`src/rtl/rr_mux_nx1_pkg.sv`:
```
// Shared definitions for the N:1 registered round-robin multiplexer.
package mux_pkg;

    localparam logic MODE_MANUAL = 1'b0;
    localparam logic MODE_RR     = 1'b1;

    // Width of an index able to address n items; never narrower than one bit.
    function automatic int clog2(input int n);
        int r;
        int v;
        r = 0;
        v = 1;
        while (v < n) begin
            r = r + 1;
            v = v << 1;
        end
        if (r < 1) r = 1;
        return r;
    endfunction

endpackage

```
`src/rtl/rr_mux_nx1_pick.sv`:
```
// Rotating-priority picker: first asserted request at or after ptr, wrapping at N.
module rr_pick
    import mux_pkg::*;
#(
    parameter  int N  = 8,
    localparam int SW = clog2(N)
) (
    input  logic [N-1:0]  req,
    input  logic [SW-1:0] ptr,
    output logic          gnt_vld,
    output logic [SW-1:0] gnt_idx
);

    // Walk offsets from farthest to nearest so the nearest hit wins.
    always_comb begin
        gnt_vld = 1'b0;
        gnt_idx = '0;
        for (int j = N - 1; j >= 0; j--) begin
            int idx;
            idx = int'(ptr) + j;
            if (idx >= N) idx = idx - N;
            if (req[idx]) begin
                gnt_vld = 1'b1;
                gnt_idx = SW'(idx);
            end
        end
    end

endmodule

```
`src/rtl/rr_mux_nx1.sv`:
```
// N-channel W-bit registered multiplexer with manual or round-robin selection
// and valid/ready handshakes on every channel and on the output.
module rr_mux_nx1
    import mux_pkg::*;
#(
    parameter  int N  = 8,
    parameter  int W  = 8,
    localparam int SW = clog2(N)
) (
    input  logic           clk,
    input  logic           rst,
    input  logic           mode,
    input  logic [SW-1:0]  s,
    input  logic [N*W-1:0] i,
    input  logic [N-1:0]   iv,
    output logic [N-1:0]   ir,
    output logic [W-1:0]   y,
    output logic           yv,
    input  logic           yr,
    output logic [SW-1:0]  ych
);

    logic          accept;
    logic          man_vld;
    logic          rr_vld;
    logic [SW-1:0] rr_idx;
    logic          gnt_vld;
    logic [SW-1:0] gnt_idx;
    logic          xfer;

    logic [W-1:0]  y_q,   y_d;
    logic          yv_q,  yv_d;
    logic [SW-1:0] ych_q, ych_d;
    logic [SW-1:0] ptr_q, ptr_d;

    rr_pick #(.N(N)) u_pick (
        .req     (iv),
        .ptr     (ptr_q),
        .gnt_vld (rr_vld),
        .gnt_idx (rr_idx)
    );

    always_comb begin
        // Select values beyond the channel count never grant.
        man_vld = (int'(s) < N) && iv[s];
        if (mode == MODE_RR) begin
            gnt_vld = rr_vld;
            gnt_idx = rr_idx;
        end else begin
            gnt_vld = man_vld;
            gnt_idx = s;
        end
        accept = !rst && (!yv_q || yr);
        xfer   = accept && gnt_vld;
        ir     = xfer ? (N'(1) << gnt_idx) : '0;
    end

    always_comb begin
        y_d   = y_q;
        yv_d  = yv_q;
        ych_d = ych_q;
        ptr_d = ptr_q;
        if (xfer) begin
            y_d   = i[int'(gnt_idx)*W +: W];
            ych_d = gnt_idx;
            yv_d  = 1'b1;
            if (mode == MODE_RR) begin
                ptr_d = (int'(gnt_idx) == N - 1) ? '0 : gnt_idx + SW'(1);
            end
        end else if (yr) begin
            yv_d = 1'b0;
        end
    end

    always_ff @(posedge clk or posedge rst) begin
        if (rst) begin
            y_q   <= '0;
            yv_q  <= 1'b0;
            ych_q <= '0;
            ptr_q <= '0;
        end else begin
            y_q   <= y_d;
            yv_q  <= yv_d;
            ych_q <= ych_d;
            ptr_q <= ptr_d;
        end
    end

    assign y   = y_q;
    assign yv  = yv_q;
    assign ych = ych_q;

endmodule

```
`config.mk`:
```
export PLATFORM = sky130hd
export DESIGN_NAME = rr_mux_nx1
export DESIGN_NICKNAME = d
export VERILOG_FILES = /design/src/rtl/rr_mux_nx1_pkg.sv /design/src/rtl/rr_mux_nx1_pick.sv /design/src/rtl/rr_mux_nx1.sv
export SDC_FILE = /design/constraint.sdc
export NUM_CORES = 1
export LEC_CHECK = 0
export CAP_MARGIN = 20
export CORE_MARGIN = 3
export CORE_UTILIZATION = 50
export CTS_BUF_LIST = sky130_fd_sc_hd__clkbuf_16
export DETAILED_ROUTE_END_ITERATION = 10
export PLACE_DENSITY_LB_ADDON = 0.1
export SYNTH_ARGS = -nofsm -noshare
export SYNTH_HDL_FRONTEND = slang
export SYNTH_SLANG_ARGS = --single-unit
```
`constraint.sdc`:
```
create_clock -name clk -period 11.7 [get_ports clk]
set_clock_uncertainty 0.05 [all_clocks]
set_input_delay 2.34 -clock clk [delete_from_list [all_inputs] [get_ports clk]]
set_output_delay 2.34 -clock clk [all_outputs]
set_load 0.005 [all_outputs]
```
Word level (Yosys, flattened, before mapping)
Cells that the tools add are included.
W data, S select, Z words.
{"block": "totals", "register_bits": 15, "inputBits": 79, "elab_cells": 103}
{"block": "op_classes", "n_addsub": 16, "n_lt_le_gt_ge": 17, "eq_ne": 1, "shift": 2, "n_mux": 56, "reduce_logical": 7}
{"cell": "$lt A32 B5 Y1 const B", "count": 8}
{"cell": "$mux W32", "count": 8}
{"cell": "$ge A32 B5 Y1 const B", "count": 7}
{"cell": "$sub A32 B5 Y32 const B", "count": 7}
{"cell": "$shiftx A64 B7 Y8", "count": 1}
{"cell": "$mux W3", "count": 10}
{"cell": "$mux W1", "count": 28}
{"cell": "$bmux W1 S3", "count": 9}
{"cell": "$add A3 B3 Y4 const B", "count": 4}
{"cell": "$add A3 B2 Y4 const B", "count": 2}
{"cell": "$mux W8", "count": 1}
{"cell": "$shl A1 B3 Y8 const A", "count": 1}
{"cell": "$sub A3 B4 Y5 const B", "count": 1}
{"cell": "$add A3 B1 Y4 const B", "count": 1}
{"cell": "$ge A3 B4 Y1 const B", "count": 1}
{"cell": "$lt A3 B4 Y1 const B", "count": 1}
{"cell": "$add A3 B1 Y3 const B", "count": 1}
{"cell": "$eq A3 B1 Y1 const B", "count": 1}
{"cell": "$logic_and A1 B1 Y1", "count": 2}
{"cell": "$logic_not A1 Y1", "count": 2}
{"cell": "$reduce_and A2 Y1", "count": 1}
{"cell": "$reduce_bool A2 Y1", "count": 1}
{"cell": "$logic_or A1 B1 Y1", "count": 1}

Logic depth before layout (Yosys ltp)
Gate-level depths: netlist (run 1).
{"block": "logic_depth", "ltp_word": 17, "ltp_mapped": 17, "ltp_nobuf": 11}

By module
A second synthesis (run 1) with hierarchy kept.
{"block": "unflattened", "hier_cells": 233, "area_unflattened_um2": 2235.9}
{"module": "rr_mux_nx1", "n_inst": 1, "cells_each": 143, "area_each_um2": 1453.9, "seq_area_each_um2": 375.4}
{"module": "rr_pick", "n_inst": 1, "cells_each": 90, "area_each_um2": 782.0, "seq_area_each_um2": 0.0}

Worst setup path after synthesis (run 1)
OpenSTA, ideal clock, no wires.
{"block": "synth_path", "path_kind": "in2out", "start": "in iv[3]", "end": "out ir[1]", "t_arrival_ns": 4.590, "setup_slack_ns": 4.720, "cell_stages": 11, "path_cell_list": "clkbuf_1 -> mux4_2 -> mux2_2 -> a21oi_1 -> nor2_1 -> a211o_1 -> o21a_1 -> buf_6 -> buf_4 -> or2_2 -> nor2b_1"}
{"block": "synth_between", "elab_chain_len": 14, "word_cells_on_any_way": 47}
{"element": "start: declaration", "line": "rr_mux_nx1.sv:15", "rtl": "input logic [N-1:0] iv,"}
{"element": "$bmux W1 S3", "line": "rr_mux_nx1_pick.sv:22", "rtl": "if (req[idx]) begin"}
{"element": "$mux W1 (implied by the code) (2 in series)", "line": "rr_mux_nx1_pick.sv:22"}
{"element": "$mux W3 or $mux W1 (tied branches) (8 in series)", "line": "rr_mux_nx1_pick.sv:22"}
{"element": "$mux W3 or $mux W1 (tied branches)", "line": "rr_mux_nx1.sv:46", "rtl": "if (mode == MODE_RR) begin"}
{"element": "$shl A1 B3 Y8 or $logic_and A1 B1 Y1 (tied branches)", "line": "rr_mux_nx1.sv:55, rr_mux_nx1.sv:54"}
{"element": "$mux W8 *", "line": "rr_mux_nx1.sv:55", "rtl": "ir = xfer ? (N'(1) << gnt_idx) : '0;"}
{"element": "end: declaration", "line": "rr_mux_nx1.sv:16", "rtl": "output logic [N-1:0] ir,"}
Mark *: on every way between the ends. The rest lies on a longest branch, timed or not. The select of a mux whose other input is x is not followed.

Final worst setup path (run 1)
{"block": "layout_path", "start": "in iv[6]", "end": "out ir[3]"}
The elaborated chain is that of the path after synthesis.

==> summary.md, run 1 <==
| Metric | Value |
|---|---|
| Final ANT Viol Nets | `0` |
| DR pass1 iterations | `4` |
| Boundary Pins | `99` |
| Final GP Congestion | `0.9010` |
| Clock power frac | `0.061` |
| Largest cells by area after synthesis | `mux2i_1 15%, dfrtp_1 13%, mux4_2 12%` |
| Setup ws final | `3389 ps` |
| Global Route Usage Sum | `0.2631` |
| Distinct cells, synth | `60` |
| Finished Cell Area | `0.003804 mm2` |
| Yosys warns | `0` |
| Post_cts resized | `0` |
| Core ar. | `0.005270 mm2` |
| Hold Crit Class | `flip-flop to flip-flop` |
| Critical path class | `input pin to primary output` |
| Max Clock Freq | `0.1203 GHz` |
| Vias in the first global route | `2825` |
| Status | `finished clean` |
| Part of the cycle the worst path needs | `0.7103` |
| Worst-path clk slew | `50 ps` |
| CTS buffer count | `3` |
| Max Fanout on Critical Path | `12` |
| Largest net degree at the start of global routing | `32` |
| Final WL | `8.360 mm` |
| Rows | `26` |
| Main synth FF type | `dfrtp_1` |
| Place WS | `3425 ps` |
| Post-CTS Setup Bufs | `0` |
| Maximum vdd ir drop | `0.1501 mV` |
| FFs w/ async S/R, synth | `1.000` |
| Maximum Capacitance Violations | `0` |
| Yosys reg bits | `15` |
| DR vias/cell | `6.277` |
| CTS sink cnt | `15` |
| Initial core utilization | `0.5335` |
| Setup crit start kind | `input pin` |
| Sequential Power Share | `0.093` |
| Worst-Margin Slew | `952.0 ps` |
| Switching share of power | `0.4938` |
| Nets | `460` |
| Clock Latency Late Sink | `240 ps` |
| PwrDens | `286.4 mW/mm2` |
| Share of the synthesized area in the top cell type | `0.1531` |
| Final-report hold violation count | `0` |
| RSZ-0062 raised after global routing | `false` |
| Cell area after synthesis | `0.002811 mm2` |
| CTS tree | `done` |
| Total number of vias | `2812` |
| Maximum clock insertion buffer count | `2` |
| Area after DPL | `0.003725 mm2` |
| Number of port buffers | `98` |
| FILL cells | `444` |
| Initial antenna violation count | `0` |
| Area grow syn2layout | `35.29%` |
| Layout cells sized above 1 | `0.1720` |
| DRC | `0` |
| Number of synthesized flops with an enable pin | `0` |
| Diode count | `0` |
| CP Capture Type | `primary output` |
| GRT overflow | `0` |
| P_sw | `538.0 uW` |
| Crit path DAT | `5920 ps` |
| Slew Viols, Final | `0` |
| Cell-internal power | `551.5 uW` |
| Fin Setup TNS | `0 ps` |
| Final min period | `8311 ps` |
| Avg Cell Area, Syn | `9.279 um2` |
| Hold Buf Count CTS | `0` |
| Worst Path Required | `9310 ps` |
| Die height | `80.99 um` |
| Synth area leader | `mux2i_1` |
| First-pass GRT wire length | `13.68 mm` |
| Cells after Synth | `303` |
| Static Leak | `1.493 nW` |
| Initial DRC count | `285` |
| Root buf cell | `clkbuf_16` |
| Final setup vio count | `0` |
| H-tree lvl count | `1` |
| Syn_nets | `384` |
| Worst slew margin | `0.3615` |
| Sequential area share after synthesis | `0.1335` |
| Die W | `80.99 um` |
| Die Area | `0.006559 mm2` |
| Average routed wire per standard cell | `18.66 um` |
| Gate power share | `0.846` |
| DP HPWL | `6.490 mm` |
==> sequential cells by signal, summed over array words and instances (netlist names) <==
register  count
ptr_q         3
y             8
ych           3
yv            1
==> per-layer routing <==
layer  vias to the layer above  routed length, um  GRT usage
met5                         -                  0          0
met3                        14                566    0.04767
li1                       1331                  -          -
met1                      1326               3432     0.3345
met4                         0                144    0.06757
met2                       141               4216     0.4581
==> worst paths after layout <==
check / start / depth (start not counted) / to / slack (ps)
min reg2reg: ych[0] / 2 / ych[0] / 430
max: iv[6] / 9 / ir[3] / 3390
min in group asynchronous: rst / 2 / y[4] / 2420
max reg2reg: ptr_q[1] / 12 / y[7] / 6650
max in group asynchronous: rst / 2 / y[0] / 8780
min: ych[0] / 2 / ych[0] / 430
==> metrics by stage <==
step | total power [mW] | hold slack (ps) | util | instances
after CTS | 1.083 | 435.9 | 0.7217 | 448
after global routing | 1.177 | 482.3 | 0.7217 | 448
after detailed placement | 1.012 | 423.8 | 0.7068 | 444
after global placement | 0.9965 | 423.1 | 0.7068 | 444
final | 1.090 | 432.4 | 0.7217 | 448
after floorplan | 0.8323 | 423.3 | - | 303
==> cell families after synthesis <==
group                      share of synthesized area
AOI/OAI and AO/OA                             0.2595
buffers and inverters                        0.07654
xor gates and xnor gates                     0.02137
adders and majority gates                   0.008899
DFF                                           0.1335
muxes                                         0.3614
and+or+nand+nor                               0.1389
==> cell usage after synthesis (8+ instances only) <==
cell type	count
and2_1	8
clkbuf_1	12
nand2_1	16
mux2i_1	43
mux4_2	15
dfrtp_1	15
buf_2	10
nor2_1	19
inv_1	8
mux2_2	20
a21oi_1	11
==> worst max-delay path: stages <==
cell             delay, ps
clkdlybuf4s50_1        600
mux4_2                 550
mux2_2                 380
a31oi_2                280
a21boi_2               400
a211o_1                490
nand2_1                230
nor2b_1                150
clkdlybuf4s50_1        500
==> layout by cell type, fill, tap and decap left out, types with 2 or more instances in the layout <==
cell type and count:
clkdlybuf4s50_1 98, mux2i_1 43, mux2_2 20, nor2_1 19, nand2_1 16, mux4_2 15, dfrtp_1 15, a21oi_1 11
inv_1 9, and2_1 8, nor3_1 7, nand2b_1 7, o211ai_1 7, o21ai_0 7, a221oi_2 7, a22oi_1 7
a221o_1 7, a211o_1 6, nand3_1 5, or2_2 4, nor2b_1 4, buf_4 4, xnor2_1 3, o22ai_1 3
a211oi_1 3, clkbuf_16 3, a211oi_2 2, mux2_1 2, or3_1 2, and2_0 2, xor2_1 2, a22o_1 2
ha_1 2
==> power by group through the flow <==
stage	clock, mW	combinational, mW	sequential [mW]
6_report	0.0661	0.922	0.101
5_1_grt	0.0681	1.00	0.106
4_1_cts	0.0659	0.915	0.101
3_5_place_dp	0	0.911	0.101
3_3_place_gp	0	0.897	0.100
2_1_floorplan	0	0.740	0.0927
==> layout make-up <==
class	instances	area, um2	share of cell area
Tap cell	70	87.58	0.02303
Sequential cell	15	375.4	0.09868
Clock inverter	1	3.754	0.0009868
Multi-Input combinational cell	249	2221	0.5839
Clock buffer	3	75.07	0.01974
Timing Repair Buffer	102	1011	0.2658
Inverter	8	30.03	0.007895
Power figures use the tool's default switching activity.
==> run 2: changes to the inputs <==
CORE_UTILIZATION = 42   (was 50)
clock period = 7.1 ns   (was 11.7 ns; I/O delays follow)
==> summary.md, run 2 (synthesis gave the netlist of run 1 again) <==
| Metric | Value |
|---|---|
| Status | `finished clean` |
| H-tree lvl count | `1` |
| Max Fanout on Critical Path | `12` |
| Initial antenna violation count | `0` |
| CTS buffer count | `3` |
| DP HPWL | `6.898 mm` |
| Vias in the first global route | `2837` |
| Met1 Track Usage GR | `0.2902` |
| Met3 usage | `0.03763` |
| Total number of vias | `2819` |
| Final WL | `8.768 mm` |
| Worst slew margin | `0.3448` |
| Die height | `87.82 um` |
| Commonest cells after routing, fill and taps aside | `98 x clkdlybuf4s50_1, 43 x mux2i_1, 20 x mux2_2, 19 x nor2_1, 16 x nand2_1` |
| Die W | `87.82 um` |
| Max Clock Freq | `0.1566 GHz` |
| Fin Setup TNS | `0 ps` |
| Post-Place Cells | `457` |
| Rows | `29` |
| Cell-internal power | `926.5 uW` |
| Layout cells sized above 1 | `0.1849` |
| Flip-flop and latch area | `375.4 um2` |
| Hold Crit Class | `flip-flop to flip-flop` |
| Max stage delay on crit path | `620 ps` |
| Most common cell on crit path | `clkdlybuf4s50_1` |
| Diode count | `0` |
| Clock power frac | `0.059` |
| Root buf cell | `clkbuf_16` |
| Initial DRC count | `172` |
| Met2 Use GR | `0.4116` |
| CP max stage cell | `clkdlybuf4s50_1` |
| Final-report hold violation count | `0` |
| Sequential Power Share | `0.092` |
| Nets | `466` |
| Maximum vdd ir drop | `0.1771 mV` |
| Maximum Capacitance Violations | `0` |
| CTS tree | `done` |
| Crit-path cells | `clkdlybuf4s50_1, mux2_1, mux4_2, o21ai_1, a211oi_1, a21o_1, a211oi_4, nand2b_1, nor2b_1, clkdlybuf4s50_1` |
| Max reg flops | `8` |
| DR pass1 iterations | `4` |
| Initial core utilization | `0.4378` |
| Worst Path Required | `5630 ps` |
| Static Leak | `1.523 nW` |
| Area grow syn2layout | `37.21%` |
| Area taken by multi-input logic gates | `0.002221 mm2` |
| Clock Latency Late Sink | `250 ps` |
| Worst-path clk slew | `50 ps` |
| First-pass GRT wire length | `13.92 mm` |
| Critical path class | `input pin to primary output` |
| Core ar. | `0.006422 mm2` |
| Gate power share | `0.849` |
| Global Route Usage Sum | `0.2282` |
| Final ANT Viol Nets | `0` |
| FILL cells | `598` |
| DR vias/cell | `6.115` |
| Crit path DAT | `4920 ps` |
| Average routed wire per standard cell | `19.02 um` |
| Boundary Pins | `99` |
| Commonest non-fill, non-tap cell in the layout | `clkdlybuf4s50_1` |
| Post-CTS Setup Bufs | `0` |
| DRC | `0` |
| Setup crit start kind | `input pin` |
| Maximum clock insertion buffer count | `2` |
| PwrDens | `475.4 mW/mm2` |
| Final GP Congestion | `0.8988` |
| Slew Viols, Final | `0` |
| CP Capture Type | `primary output` |
| Final setup vio count | `0` |
| Worst-Margin Slew | `976.9 ps` |
| RSZ-0062 raised after global routing | `false` |
| Switching share of power | `0.4948` |
| CP top delay family | `buffers and inverters` |
| Final cell count without fillers | `461` |
| Largest net degree at the start of global routing | `31` |
| Post_cts resized | `0` |
| GRT overflow | `0` |
| GR peak layer | `met2` |
| Die Area | `0.007711 mm2` |
| Number of port buffers | `98` |
| Final min period | `6386 ps` |
| Hold Buf Count CTS | `0` |
| CTS sink cnt | `15` |
| Part of the cycle the worst path needs | `0.8995` |
| WP buf/inv | `2` |
| P_sw | `907.4 uW` |
## run 2: changes by cell type in the layout (fill, tap and decap cells not counted)
cell	previous run	this run
buf_4	4	10
## run 2: power by group through the flow
stage / logic (mW) / registers [mW] / clock network (mW)
final: 1.56 / 0.170 / 0.108
after global routing: 1.70 / 0.175 / 0.113
after CTS: 1.55 / 0.169 / 0.108
after detailed placement: 1.55 / 0.168 / 0
after global placement: 1.53 / 0.169 / 0
after floorplan: 1.22 / 0.153 / 0
## run 2: worst register-to-register path: cells and delay by family (launching register included)
kind	cells	cell delay, ps
flip-flops	1	330
buffers and inverters	2	570
AND/OR/NAND/NOR	1	340
AO/OA/AOI/OAI	6	1460
multiplexers	2	840
adder cells (fa/ha/maj)	1	760
## run 2: layout make-up
cell class                 instances  area share
multi-input combinational        249      0.5757
sequential                        15     0.09731
clock inverter                     1   0.0009731
clock buffer                       3     0.01946
timing repair buffer             108      0.2738
inverter                           8    0.007785
tap                               77     0.02498
## run 2: worst paths after layout
check	from	to	slack, ps	depth (start not counted)
hold reg to reg	ych[0]	ych[0]	440	2
max in group asynchronous	rst	y[2]	5380	3
hold / removal	ych[0]	ych[0]	440	2
min in group asynchronous	rst	ych[1]	1430	3
setup / recovery	iv[7]	ir[0]	710	10
setup reg to reg	ptr_q[1]	y[0]	2610	12
## run 2: metal layers
metal  share of wire  routed length (um)
met5               0                   0
met4           0.012                 104
met3           0.079                 696
met2            0.50                4358
met1            0.41                3608
## run 2: through the flow
stage	hold slack, ps	setup WS, ps	utilization	cell area [um2]	power (mW)
finish	437.5	713.6	0.6006	3857	1.834
global route	461.6	412.5	0.6006	3857	1.985
CTS	439.1	704.5	0.6006	3857	1.828
detailed placement	427.1	706.1	0.5884	3779	1.714
global placement	420.8	743.1	0.5884	3779	1.696
floorplan	423.3	1960	-	2811	1.372
==> run 3: changes to the inputs <==
CORE_MARGIN = default   (was 3)
==> summary.md, run 3 (synthesis gave the netlist of run 1 again) <==
| Metric | Value |
|---|---|
| Diode count | `0` |
| Clock Latency Late Sink | `240 ps` |
| GRT overflow | `0` |
| Most common cell on crit path | `clkdlybuf4s50_1` |
| Static Leak | `1.513 nW` |
| Worst Path Required | `5630 ps` |
| Area grow syn2layout | `36.67%` |
| DRC | `4` |
| Post-CTS Setup Bufs | `0` |
| CTS buffer count | `3` |
| Final min period | `6422 ps` |
| Vias in the first global route | `2842` |
| Maximum vdd ir drop | `0.2588 mV` |
| RSZ-0062 raised after global routing | `false` |
| Final WL | `8.430 mm` |
| Core ar. | `0.006422 mm2` |
| Final setup vio count | `0` |
| Part of the cycle the worst path needs | `0.9046` |
| Crit-path cells | `clkdlybuf4s50_1, mux2_1, mux4_2, o21ai_1, a211oi_1, a21o_1, a211oi_4, nand2b_1, nor2b_1, clkdlybuf4s50_1` |
| Initial core utilization | `0.4378` |
| Root buf cell | `clkbuf_16` |
| Rows | `29` |
| Commonest non-fill, non-tap cell in the layout | `clkdlybuf4s50_1` |
| Area taken by multi-input logic gates | `0.002221 mm2` |
| Final ANT Viol Nets | `0` |
| FILL cells | `579` |
| Maximum Capacitance Violations | `0` |
| Nets | `464` |
| Post_cts resized | `0` |
| Worst reg2reg startpoint | `ptr_q[0]` |
| Maximum clock insertion buffer count | `2` |
| Hold Buf Count CTS | `0` |
| Max Fanout on Critical Path | `12` |
| Total number of vias | `2812` |
| Worst-Margin Slew | `944.3 ps` |
| Area after DPL | `0.003764 mm2` |
| CP Capture Type | `primary output` |
| H-tree lvl count | `1` |
| Status | `finished with violations` |
| Max reg flops | `8` |
| Boundary Pins | `99` |
| Hold path startpoint | `ych[1]` |
| Setup crit start kind | `input pin` |
| Worst slew margin | `0.3705` |
| Global Route Usage Sum | `0.2472` |
| Max Clock Freq | `0.1557 GHz` |
| Initial DRC count | `154` |
| CP max stage cell | `clkdlybuf4s50_1` |
| Critical path class | `input pin to primary output` |
| Critical Path Source | `iv[7]` |
| Flip-flop and latch area | `375.4 um2` |
| Average routed wire per standard cell | `18.37 um` |
| Hold Crit Class | `flip-flop to flip-flop` |
| Fin Setup TNS | `0 ps` |
| CTS sink cnt | `15` |
| PwrDens | `474.7 mW/mm2` |
| Failing checks | `DRC` |
| Die Area | `0.007025 mm2` |
| Die height | `83.82 um` |
| Worst-path clk slew | `50 ps` |
| DR pass1 iterations | `7` |
| Post-route core utilization | `0.5983` |
| Final-report hold violation count | `0` |
| Min Hold Slack | `472.8 ps` |
| First-pass GRT wire length | `13.98 mm` |
| Commonest cells after routing, fill and taps aside | `98 x clkdlybuf4s50_1, 43 x mux2i_1, 20 x mux2_2, 19 x nor2_1, 16 x nand2_1` |
| Largest net degree at the start of global routing | `33` |
| Max stage delay on crit path | `630 ps` |
| DR vias/cell | `6.126` |
| Overall power | `1.824 mW` |
| Finished Cell Area | `0.003842 mm2` |
| DP HPWL | `6.644 mm` |
| CTS tree | `done` |
| Crit path DAT | `4950 ps` |
| Slew Viols, Final | `0` |
| Layout cells sized above 1 | `0.1806` |
| Final GP Congestion | `0.8902` |
| Die W | `83.82 um` |
| Number of port buffers | `98` |
| Initial antenna violation count | `0` |
-- run 3: cell types whose count changed in the layout (fill, tap and decap cells not counted) --
cell   delta
buf_4     -2
-- run 3: per-stage QoR --
step                worst slack [ps]  cells
floorplan                       1960    303
global placement               749.3    455
detailed placement             681.1    455
CTS                            677.7    459
global route                   419.8    459
finish                         677.7    459
-- run 3: final timing paths --
check	to	slack (ps)	cells past startpoint
worst max-delay path	ir[0]	680	10
worst min-delay path	ych[1]	470	1
worst max register to register	y[0]	2430	12
worst min register to register	ych[1]	470	1
max in group asynchronous	y[2]	5130	2
min in group asynchronous	ych[2]	1490	2
-- run 3: metal layers --
layer	global-route usage	vias up	routed length (um)
met5	0	-	0
met4	0.06583	0	184
met2	0.4367	139	4297
met3	0.05341	17	592
li1	-	1333	-
met1	0.3030	1323	3356
-- run 3: cell type report --
cell class | instances | area share
Tap cell | 77 | 0.02507
Timing Repair Buffer | 106 | 0.2709
Multi-Input combinational cell | 249 | 0.5780
Inverter | 8 | 0.007815
Sequential cell | 15 | 0.09769
Clock buffer | 3 | 0.01954
Clock inverter | 1 | 0.0009769
-- run 3: report_power, final --
part           total (mW)  internal [mW]  switching [mW]  leakage, nW
Combinational        1.54          0.721           0.822         1.29
Clock               0.107         0.0745          0.0326       0.0423
Sequential          0.174          0.127          0.0473        0.179
Total                1.82          0.922           0.902         1.51
-- run 3: critical path, delay by kind of cell --
kind / cells / cell delay, ps
buf+inv: 2 / 1140
compound gates: 4 / 1100
mux: 2 / 940
simple gates: 2 / 370
